[config.mk]
export PLATFORM = sky130hd
export DESIGN_NAME = m_if_fetch
export DESIGN_NICKNAME = d
export VERILOG_FILES = /design/src/rtl/m_if_fetch.sv
export SDC_FILE = /design/constraint.sdc
export NUM_CORES = 1
export LEC_CHECK = 0
export ABC_AREA = 0
export CORE_MARGIN = 1.5
export CORE_UTILIZATION = 41
export CTS_BUF_LIST = sky130_fd_sc_hd__clkbuf_2 sky130_fd_sc_hd__clkbuf_4 sky130_fd_sc_hd__clkbuf_8
export DETAILED_ROUTE_END_ITERATION = 16
export PLACE_DENSITY_LB_ADDON = 0.05
export SKIP_CTS_REPAIR_TIMING = 1
export SLEW_MARGIN = 20
export SYNTH_ARGS = -nofsm -noshare
export SYNTH_HDL_FRONTEND = slang
export SYNTH_SLANG_ARGS = --single-unit
[constraint.sdc]
create_clock -name clk -period 2 [get_ports clk]
set_input_delay 0.5 -clock clk [delete_from_list [all_inputs] [get_ports clk]]
set_output_delay 0.5 -clock clk [all_outputs]
set_load 0.005 [all_outputs]
[src/rtl/m_if_fetch.sv]
// Instruction-fetch stage: drives a request/response instruction memory and holds one fetched
// word for the IF/ID register. Define FETCH_TRACE_EN to print each instruction at handover.
module m_if_fetch #(
  parameter logic [31:0] RESET_PC = 32'h0000_0000
) (
  input  logic        clk,
  input  logic        reset,
  input  logic        stallF,
  input  logic        pcsrcD,
  input  logic [31:0] pcbranchD,
  output logic        imem_req,
  output logic [31:0] imem_addr,
  input  logic        imem_ready,
  input  logic        imem_rvalid,
  input  logic [31:0] imem_rdata,
  output logic [31:0] instr,
  output logic [31:0] pcplus4,
  output logic        instr_valid,
  output logic [2:0]  dbg_state
);

  // Memory handshake: a request is accepted on a cycle where imem_req and imem_ready are both 1;
  // exactly one imem_rvalid pulse follows each accepted request, and imem_rdata is sampled only then.
  typedef enum logic [2:0] {
    S_IDLE  = 3'd0,
    S_REQ   = 3'd1,
    S_WAIT  = 3'd2,
    S_HOLD  = 3'd3,
    S_DRAIN = 3'd4
  } state_t;

  state_t      state_q, state_d;
  logic [31:0] pc_q, pc_d;
  logic [31:0] instr_q, instr_d;
  logic [31:0] pcp4_q, pcp4_d;
  logic        valid_q, valid_d;
  logic [31:0] pc_plus4;

  assign pc_plus4 = pc_q + 32'd4;

  always_ff @(posedge clk) begin
    if (reset) begin
      state_q <= S_IDLE;
      pc_q    <= {RESET_PC[31:2], 2'b00};
      instr_q <= '0;
      pcp4_q  <= '0;
      valid_q <= 1'b0;
    end else begin
      state_q <= state_d;
      pc_q    <= pc_d;
      instr_q <= instr_d;
      pcp4_q  <= pcp4_d;
      valid_q <= valid_d;
    end
  end

  always_comb begin
    state_d = state_q;
    pc_d    = pc_q;
    instr_d = instr_q;
    pcp4_d  = pcp4_q;
    valid_d = valid_q;
    if (pcsrcD) begin
      // Redirect beats stall everywhere; a request already accepted must have its response drained.
      pc_d    = {pcbranchD[31:2], 2'b00};
      instr_d = '0;
      pcp4_d  = '0;
      valid_d = 1'b0;
      case (state_q)
        S_REQ:   state_d = imem_ready ? S_DRAIN : S_REQ;
        S_WAIT:  state_d = imem_rvalid ? S_REQ : S_DRAIN;
        S_DRAIN: state_d = imem_rvalid ? S_REQ : S_DRAIN;
        default: state_d = S_REQ;
      endcase
    end else begin
      case (state_q)
        S_IDLE: state_d = S_REQ;
        S_REQ: begin
          if (imem_ready) state_d = S_WAIT;
        end
        S_WAIT: begin
          if (imem_rvalid) begin
            instr_d = imem_rdata;
            pcp4_d  = pc_plus4;
            valid_d = 1'b1;
            state_d = S_HOLD;
          end
        end
        S_HOLD: begin
          if (!stallF) begin
            pc_d    = pc_plus4;
            instr_d = '0;
            pcp4_d  = '0;
            valid_d = 1'b0;
            state_d = S_REQ;
          end
        end
        S_DRAIN: begin
          if (imem_rvalid) state_d = S_REQ;
        end
        default: state_d = S_IDLE;
      endcase
    end
  end

`ifdef FETCH_TRACE_EN
  always_ff @(posedge clk) begin
    if (!reset && !pcsrcD && !stallF && state_q == S_HOLD)
      $display("Instruction %h is in IF stage", instr_q);
  end
`endif

  assign imem_req    = (state_q == S_REQ);
  assign imem_addr   = pc_q;
  assign instr       = instr_q;
  assign pcplus4     = pcp4_q;
  assign instr_valid = valid_q;
  assign dbg_state   = state_q;

endmodule

## Yosys cells after proc, flatten, opt, wreduce, memory -nomap -nowiden

Index checks and enable logic that the tools add are counted.

| word-level totals | value |
|---|---|
| flip-flop bits (word level) | 100 |
| input port bits | 70 |

| cells by class | value |
|---|---|
| $add $sub $neg | 1 |
| equality and inequality tests | 11 |
| multiplexer cells | 20 |
| bitwise logic cells | 1 |
| reductions and logical operators | 9 |

Operators by type and width:

| cell | number |
|---|---|
| $mux W32 | 6 |
| $pmux W32 S2 | 2 |
| $add A32 B3 Y32 const B | 1 |
| $mux W3 | 7 |
| $pmux W3 S5 | 1 |
| $ne A3 B3 Y1 const B | 3 |
| $eq A3 B2 Y1 const B | 2 |
| $pmux W3 S2 | 1 |
| $ne A2 B2 Y1 const B | 2 |
| $reduce_and A2 Y1 | 2 |
| $reduce_and A4 Y1 | 1 |
| $reduce_bool A2 Y1 | 2 |
| $reduce_or A2 Y1 | 2 |
| $eq A3 B1 Y1 const B | 1 |
| $eq A3 B3 Y1 const B | 1 |
| $logic_not A3 Y1 | 1 |
| $ne A3 B2 Y1 const B | 1 |
| $reduce_and A3 Y1 | 1 |
| $mux W1 | 2 |
| $ne A2 B1 Y1 const B | 1 |
| $pmux W1 S2 | 1 |
| $not A1 Y1 | 1 |

## Depth between registers and ports, before layout

Gate-level depths: netlist of the first run.

| logic depth | value |
|---|---|
| depth after elaboration | 4 |
| depth in mapped cells | 8 |
| mapped depth without buffers | 6 |

## Worst setup path before layout of the first run

Ideal clock, no wire load.

| timing path | value |
|---|---|
| kind | register to register |
| start point | reg pc_q[2] (netlist: imem_addr[2]) |
| end point | reg pc_q[28] (netlist: imem_addr[28]) |
| library setup time | 91 ps |
| arrival time | 1818 ps |
| data required time | 1909 ps |
| path slack | 91 ps |
| stages on the path, launching flop included | 7 |
| path buffers | 0 |
| period minus slack after synthesis | 1909 ps |
| cell sequence | dfxtp_1 -> ha_1 -> nand3_1 -> nor2_1 -> nand4_1 -> or3_1 -> a311oi_1 |

| between the ends | value |
|---|---|
| cells in the longest elaborated chain, start to end | 4 |

RTL lines:

| item | RTL line | RTL |
|---|---|---|
| start, declared | 33 | `logic [31:0] pc_q, pc_d;` |
| start signal, assigned | 44 | `pc_q <= {RESET_PC[31:2], 2'b00};` |
| start signal, assigned | 50 | `pc_q <= pc_d;` |
| $add A32 B3 Y32 | 39 | `assign pc_plus4 = pc_q + 32'd4;` |
| $mux W32 | 90 | `if (!stallF) begin` |
| $mux W32 | 76 | `case (state_q)` |
| $mux W32 | 63 | `if (pcsrcD) begin` |

Every way passes these cells. The select of a mux whose other input is x is not followed.
A chain may end at the register's enable or synchronous reset.

## Final worst setup path of the first run

| timing path | value |
|---|---|
| start point | reg pc_q[11] (netlist: imem_addr[11]) |
| end point | out imem_addr[11] |

RTL lines:

| item | RTL line | RTL |
|---|---|---|
| end, declared | 12 | `output logic [31:0] imem_addr,` |

No word-level cell between the ends.

==> metrics.cfg, run 1 <==
[global_route]
grt_pass1_vias = 4287
grt_max_degree = 46
use_met3_pct = 4.50
grt_use_met1_pct = 30.2
busiest_layer = met2
overflow = 0
antenna_found_initial = 0
globalRouteMet2Util_pct = 36.4
grt_usage_pct = 22.8
grt_pass1_wl_mm = 20.7

[place]
post-dp-hpwl_mm = 9.63
place.gp.congestion = 0.923
port_buffers = 164
place_ws_ps = -395
place_area_um2 = 6550

[synth]
ys_seq_area_share_pct = 43.6
synthCells = 517
dominantRegCellSynth = dfxtp_1
ys_ff_latch = 96
async_flop_share_pct = 0
yosys.area.top_type_share_pct = 43.6
syn-cell-area_um2 = 4410
synth.distinct_cells = 47
synth_edf_count = 0
yosys.area.top_type = dfxtp_1
synth_area_per_cell_um2 = 8.53
yosys-top-cells-area = dfxtp_1, a22oi_1, nor2_1
yosys_warnings = 0

[routing]
drc_errors = 0
antenna_left = 0
routedWlPerCell_um = 15.5
firstDrtPassIters = 4
initialDrtViolationCount = 264
routed-via-count = 4396
avgViaCountPerCell = 5.20
wirelength_mm = 13.1

[setup_path]
cp.arrival_ps = 1450
worstSetupStartpointType = flip-flop
crit_fanout = 4
cp_cell_sequence = buf_4 -> clkdlybuf4s50_1
endpoint_kind = output pin
cp_slowest_cell = clkdlybuf4s50_1
max_stage_delay_ps = 510
path_buf_inv = 2
path_class = flip-flop to output pin
cp_top_family = buffers and inverters
cp.required_ps = 1500

[power_and_ir_drop]
p_clk_share_pct = 34.5
power_frac_comb_pct = 14.1
p_total_mw = 3.94
power_density_nw_per_um2 = 577
p_leak_nw = 2.47
seq_power_share_pct = 51.3
p_sw_mw = 1.05
swShare_pct = 26.6
peakVddDrop_v = 0.000310
power.internal_mw = 2.89

[sta]
hold_slack_ps = 458
worst_slack_ps = 46.4
finalHoldViolCount = 0
fmax_mhz = 512
rsz0062_at_grt = false
drv_slew = 0
setup_viol_count_final = 0
skew_ps = 15.0
fin_crit_ps = 1950
setup_tns_ps = 0
fin_crit_sh_pct = 97.7

[floorplanning]
die_x_um = 107
fp.dieArea_um2 = 11400
chipHeight_um = 107
core_um2 = 10400
row_count = 37
start_util_pct = 42.5
io-pin-count = 171

[min_path]
hold_class = flip-flop to flip-flop

[layout]
nets = 775
drive_above_1_share_pct = 14.2
fillers = 908
area_delta_synth_final_pct = 54.8
multi_input_area_um2 = 2330
seqCellArea_um2 = 1940
diodes = 0
final_area_um2 = 6830

[clock_network]
cts_max_level = 3
root_buffer = clkbuf_8
path_clk_slew_ps = 100
cts_sinks = 96
clock_latency_ps = 370
clockBufferDepth = 2
cts_buffers = 9
cts_tree = built

[flow_run]
drv_cap = 0

[run_status]
status = complete, no violations

==> logic make-up (layout without fill, tap and decap cells) <==
| group | after synthesis | in the layout | share of synthesized area, % |
|---|---|---|---|
| XOR/XNOR | 52 | 52 | 10.3 |
| other | 1 | 4 | 0.0850 |
| flip-flops | 96 | 96 | 43.6 |
| AO/OA/AOI/OAI | 105 | 105 | 16.1 |
| multiplexers | 3 | 3 | 0.681 |
| buffers and inverters | 52 | 241 | 5.05 |
| AND/OR/NAND/NOR | 207 | 207 | 23.9 |
| adder cells (fa/ha/maj) | 1 | 1 | 0.284 |
==> power groups by stage <==
| stage | logic (mW) | clock network (mW) | registers [mW] |
|---|---|---|---|
| 3_3_place_gp | 0.544 | 0 | 2.06 |
| 6_report | 0.556 | 1.36 | 2.02 |
| 5_1_grt | 0.603 | 1.46 | 2.03 |
| 3_5_place_dp | 0.550 | 0 | 2.06 |
| 2_1_floorplan | 0.220 | 0 | 2.06 |
| 4_1_cts | 0.554 | 1.39 | 2.02 |
==> layer usage <==
layer	wire length [um]	up-vias	share of wire [%]
met5	0	-	0
met4	290	0	2.2
met3	853	24	6.5
met2	5870	141	45
met1	6060	2055	46
li1	-	2176	-
==> cells in the mapped netlist (3+ instances only) <==
| cell type | count |
|---|---|
| dfxtp_1 | 96 |
| a21oi_1 | 15 |
| nor2_1 | 80 |
| a22oi_1 | 41 |
| mux2i_1 | 3 |
| nor4_1 | 8 |
| buf_2 | 7 |
| buf_4 | 4 |
| clkbuf_2 | 3 |
| nand2_1 | 47 |
| clkbuf_1 | 29 |
| o21ai_0 | 21 |
| nand3_1 | 18 |
| buf_1 | 4 |
| inv_1 | 4 |
| xnor2_1 | 18 |
| o31a_1 | 3 |
| xor2_1 | 34 |
| and2_1 | 3 |
| a211oi_1 | 18 |
| nand4_4 | 3 |
| and3_1 | 4 |
| nand4_1 | 14 |
| nor3_1 | 11 |
==> registers in the layout, summed over array words and instances, names as in the netlist <==
| register | cells |
|---|---|
| dbg_state | 3 |
| imem_addr | 30 |
| instr | 32 |
| instr_valid | 1 |
| pcplus4 | 30 |
==> worst paths after layout <==
kind,end,slack [ps],depth (start not counted),startpoint
min,pcplus4[23]$_SDFFE_PP0P_,460,2,pcplus4[23]$_SDFFE_PP0P_
max,imem_addr[11],50,2,imem_addr[11]$_SDFFE_PP0P_
max reg2reg,imem_addr[25]$_SDFFE_PP0P_,130,5,imem_addr[17]$_SDFFE_PP0P_
min reg2reg,pcplus4[23]$_SDFFE_PP0P_,460,2,pcplus4[23]$_SDFFE_PP0P_
==> layout make-up <==
cell class | count | share of cell area (%)
Timing Repair Buffer | 220 | 31.6
Sequential cell | 96 | 28.4
Inverter | 5 | 0.275
Multi-Input combinational cell | 372 | 34.2
Tap cell | 136 | 2.49
Clock buffer | 9 | 1.81
Clock inverter | 7 | 1.25
==> layout by cell type, fill, tap and decap left out, types with 15 or more instances in the layout <==
master,n
nor2_1,78
a22oi_1,41
o21ai_0,21
xnor2_1,18
nand2_1,47
buf_4,48
xor2_1,34
nand3_1,17
a21oi_1,15
a211oi_1,16
clkdlybuf4s50_1,162
dfxtp_1,87
==> worst register-to-register path: stages (launching register included) <==
cell      delay [ps]
dfxtp_1          460
nand3_1          270
nor2_2           260
nand4_4          120
or4_1            410
a311oi_1         270
==> metrics by stage <==
step,instances,util (%)
after detailed placement,828,63.2
final,845,65.8
after CTS,844,65.2
after global placement,828,63.2
after floorplan,520,-
after global routing,845,65.8
No activity file was read; power rests on OpenSTA's default activity.
==> run 2, diff against run 1 <==
==> constraint.sdc (replaced) <==
create_clock -name clk -period 2 [get_ports clk]
set_input_delay 0.5 -clock clk [delete_from_list [all_inputs] [get_ports clk]]
set_output_delay 0.5 -clock clk [all_outputs]
set_load 0.01 [all_outputs]
==> run 2 against run 1 <==
Against the previous run: worst setup slack improved by 6.5 ps; core utilization is 0.19 points higher; via count rose by 0.86%; cell count shrank 0.12%; die area is the same; combinational power grew 3%; sequential share of layout area about the same; hold slack improved by 4.1 ps; clock skew fell by 4.2 ps; sequential power barely moved; highest routed layer unchanged.
==> metrics.cfg, run 2 (same netlist as run 1, synthesis figures left out) <==
[setup_path]
path_class = flip-flop to output pin
cp.required_ps = 1500
cp.arrival_ps = 1450
reg2reg_from = imem_addr[17]$_SDFFE_PP0P_
crit_fanout = 4
regToRegSetupSlack_ps = 130
r2r_cells = 5
endpoint_kind = output pin
crit-reg2reg-capture = imem_addr[25]$_SDFFE_PP0P_
worstSetupStartpointType = flip-flop

[layout]
seqCellArea_um2 = 1940
area_delta_synth_final_pct = 55.3
layout_common_cells = clkdlybuf4s50_1, dfxtp_1, nor2_1
multi_input_area_um2 = 2320
drive_above_1_share_pct = 14.7
largest_reg_flops = 32
nets = 774
fillers = 882
diodes = 0
layout_commonest_cell = clkdlybuf4s50_1

[routing]
avgViaCountPerCell = 5.25
wirelength_mm = 13.0
routed-via-count = 4434
firstDrtPassIters = 4
routedWlPerCell_um = 15.4
drc_errors = 0
initialDrtViolationCount = 274
antenna_left = 0

[power_and_ir_drop]
p_leak_nw = 2.48
p_clk_share_pct = 37.5
swShare_pct = 24.5
power.internal_mw = 3.14
power_frac_comb_pct = 13.8
peakVddDrop_v = 0.000405
p_total_mw = 4.16
p_sw_mw = 1.02
power_density_nw_per_um2 = 607
seq_power_share_pct = 48.7

[global_route]
grt_pass1_vias = 4286
overflow = 0
grt_max_degree = 46
grt_usage_pct = 22.9
antenna_found_initial = 0
grt_pass1_wl_mm = 21.1

[place]
place.gp.congestion = 0.914
post-dp-hpwl_mm = 9.64
port_buffers = 164

[clock_network]
cts_max_level = 3
root_buffer = clkbuf_8
path_clk_slew_ps = 100
cts_buffers = 9
clock_latency_ps = 350
cts_tree = built
clockBufferDepth = 2
cts_sinks = 96

[floorplanning]
die_x_um = 107
row_count = 37
io-pin-count = 171
core_um2 = 10400
start_util_pct = 42.5
fp.dieArea_um2 = 11400
chipHeight_um = 107

[sta]
skew_ps = 10.8
setup_tns_ps = 0
fin_crit_sh_pct = 97.4
tightest_slew_ps = 493
fin_crit_ps = 1950
hold_slack_ps = 462
setup_viol_count_final = 0
rsz0062_at_grt = false
finalHoldViolCount = 0
fmax_mhz = 514
drv_slew = 0
max-slew-margin-rel_pct = 66.8

[flow_run]
drv_cap = 0

[min_path]
whs_endpoint = pcplus4[24]$_SDFFE_PP0P_
hold_class = flip-flop to flip-flop
hold_depth = 2
min-delay-start = pcplus4[24]$_SDFFE_PP0P_

[run_status]
status = complete, no violations

==> run 2: cell types whose count changed in the layout (fill, tap and decap cells not counted), moves of 2 or more <==
| cell | change |
|---|---|
| dfxtp_1 | -5 |
| inv_6 | +2 |
| inv_8 | -2 |
| dfxtp_2 | +6 |
| bufinv_16 | +2 |
==> run 2: per-layer routing <==
layer  up-vias  GRT usage [%]  part of all wire (%)
met2       143           37.1                    46
met5         -              0                     0
met3        14           4.44                   6.6
li1       2176              -                     -
met4         0           6.38                   1.4
met1      2101           31.1                    46
==> run 2: per-stage QoR <==
| step | cells | setup slack (ps) | instance area, um^2 | utilization, % |
|---|---|---|---|---|
| 2_1_floorplan | 520 | 47.8 | 4420 | - |
| 3_3_place_gp | 827 | -341 | 6540 | 63.1 |
| 3_5_place_dp | 827 | -377 | 6540 | 63.1 |
| 4_1_cts | 843 | -167 | 6790 | 65.5 |
| 5_1_grt | 844 | 0.0746 | 6850 | 66.0 |
| 6_report | 844 | 53.0 | 6850 | 66.0 |
==> run 2: worst max path at each step <==
stage                              startpoint                          to  depth (start not counted)  slack, ps
floorplan           imem_addr[2]$_SDFFE_PP0P_  imem_addr[28]$_SDFFE_PP0P_                          6         50
global placement                       stallF  imem_addr[16]$_SDFFE_PP0P_                          8       -340
detailed placement                     stallF  imem_addr[16]$_SDFFE_PP0P_                          8       -380
CTS                 dbg_state[1]$_SDFFE_PP0P_                    imem_req                          3       -170
global route        imem_addr[9]$_SDFFE_PP0P_                imem_addr[9]                          2       0.07
finish              imem_addr[7]$_SDFFE_PP0P_                imem_addr[7]                          2         50
==> run 2: layout make-up <==
type	count	area share (%)
Multi-Input combinational cell	372	33.9
Timing Repair Buffer	219	31.4
Tap cell	136	2.49
Sequential cell	96	28.4
Clock buffer	9	1.81
Inverter	5	0.274
Clock inverter	7	1.81
==> run 2: power by group through the flow <==
stage          clock, mW  sequential (mW)  combinational [mW]
2_1_floorplan          0             2.07               0.222
3_3_place_gp           0             2.06               0.563
3_5_place_dp           0             2.06               0.569
4_1_cts             1.60             2.02               0.573
5_1_grt             1.67             2.03               0.619
6_report            1.56             2.03               0.574
==> run 2: critical path, cell delays in order, from the launching register on <==
cell and delay (ps):
dfxtp_1 400, buf_4 170, clkdlybuf4s50_1 530
==> run 3, diff against run 2 <==
--- a/config.mk
+++ b/config.mk
@@ -12,7 +12,6 @@
 export DETAILED_ROUTE_END_ITERATION = 16
 export PLACE_DENSITY_LB_ADDON = 0.05
 export SKIP_CTS_REPAIR_TIMING = 1
-export SLEW_MARGIN = 20
 export SYNTH_ARGS = -nofsm -noshare
 export SYNTH_HDL_FRONTEND = slang
 export SYNTH_SLANG_ARGS = --single-unit
==> results of run 3 <==
Same layout as run 2: the final DEF is identical, and so are final timing and power.
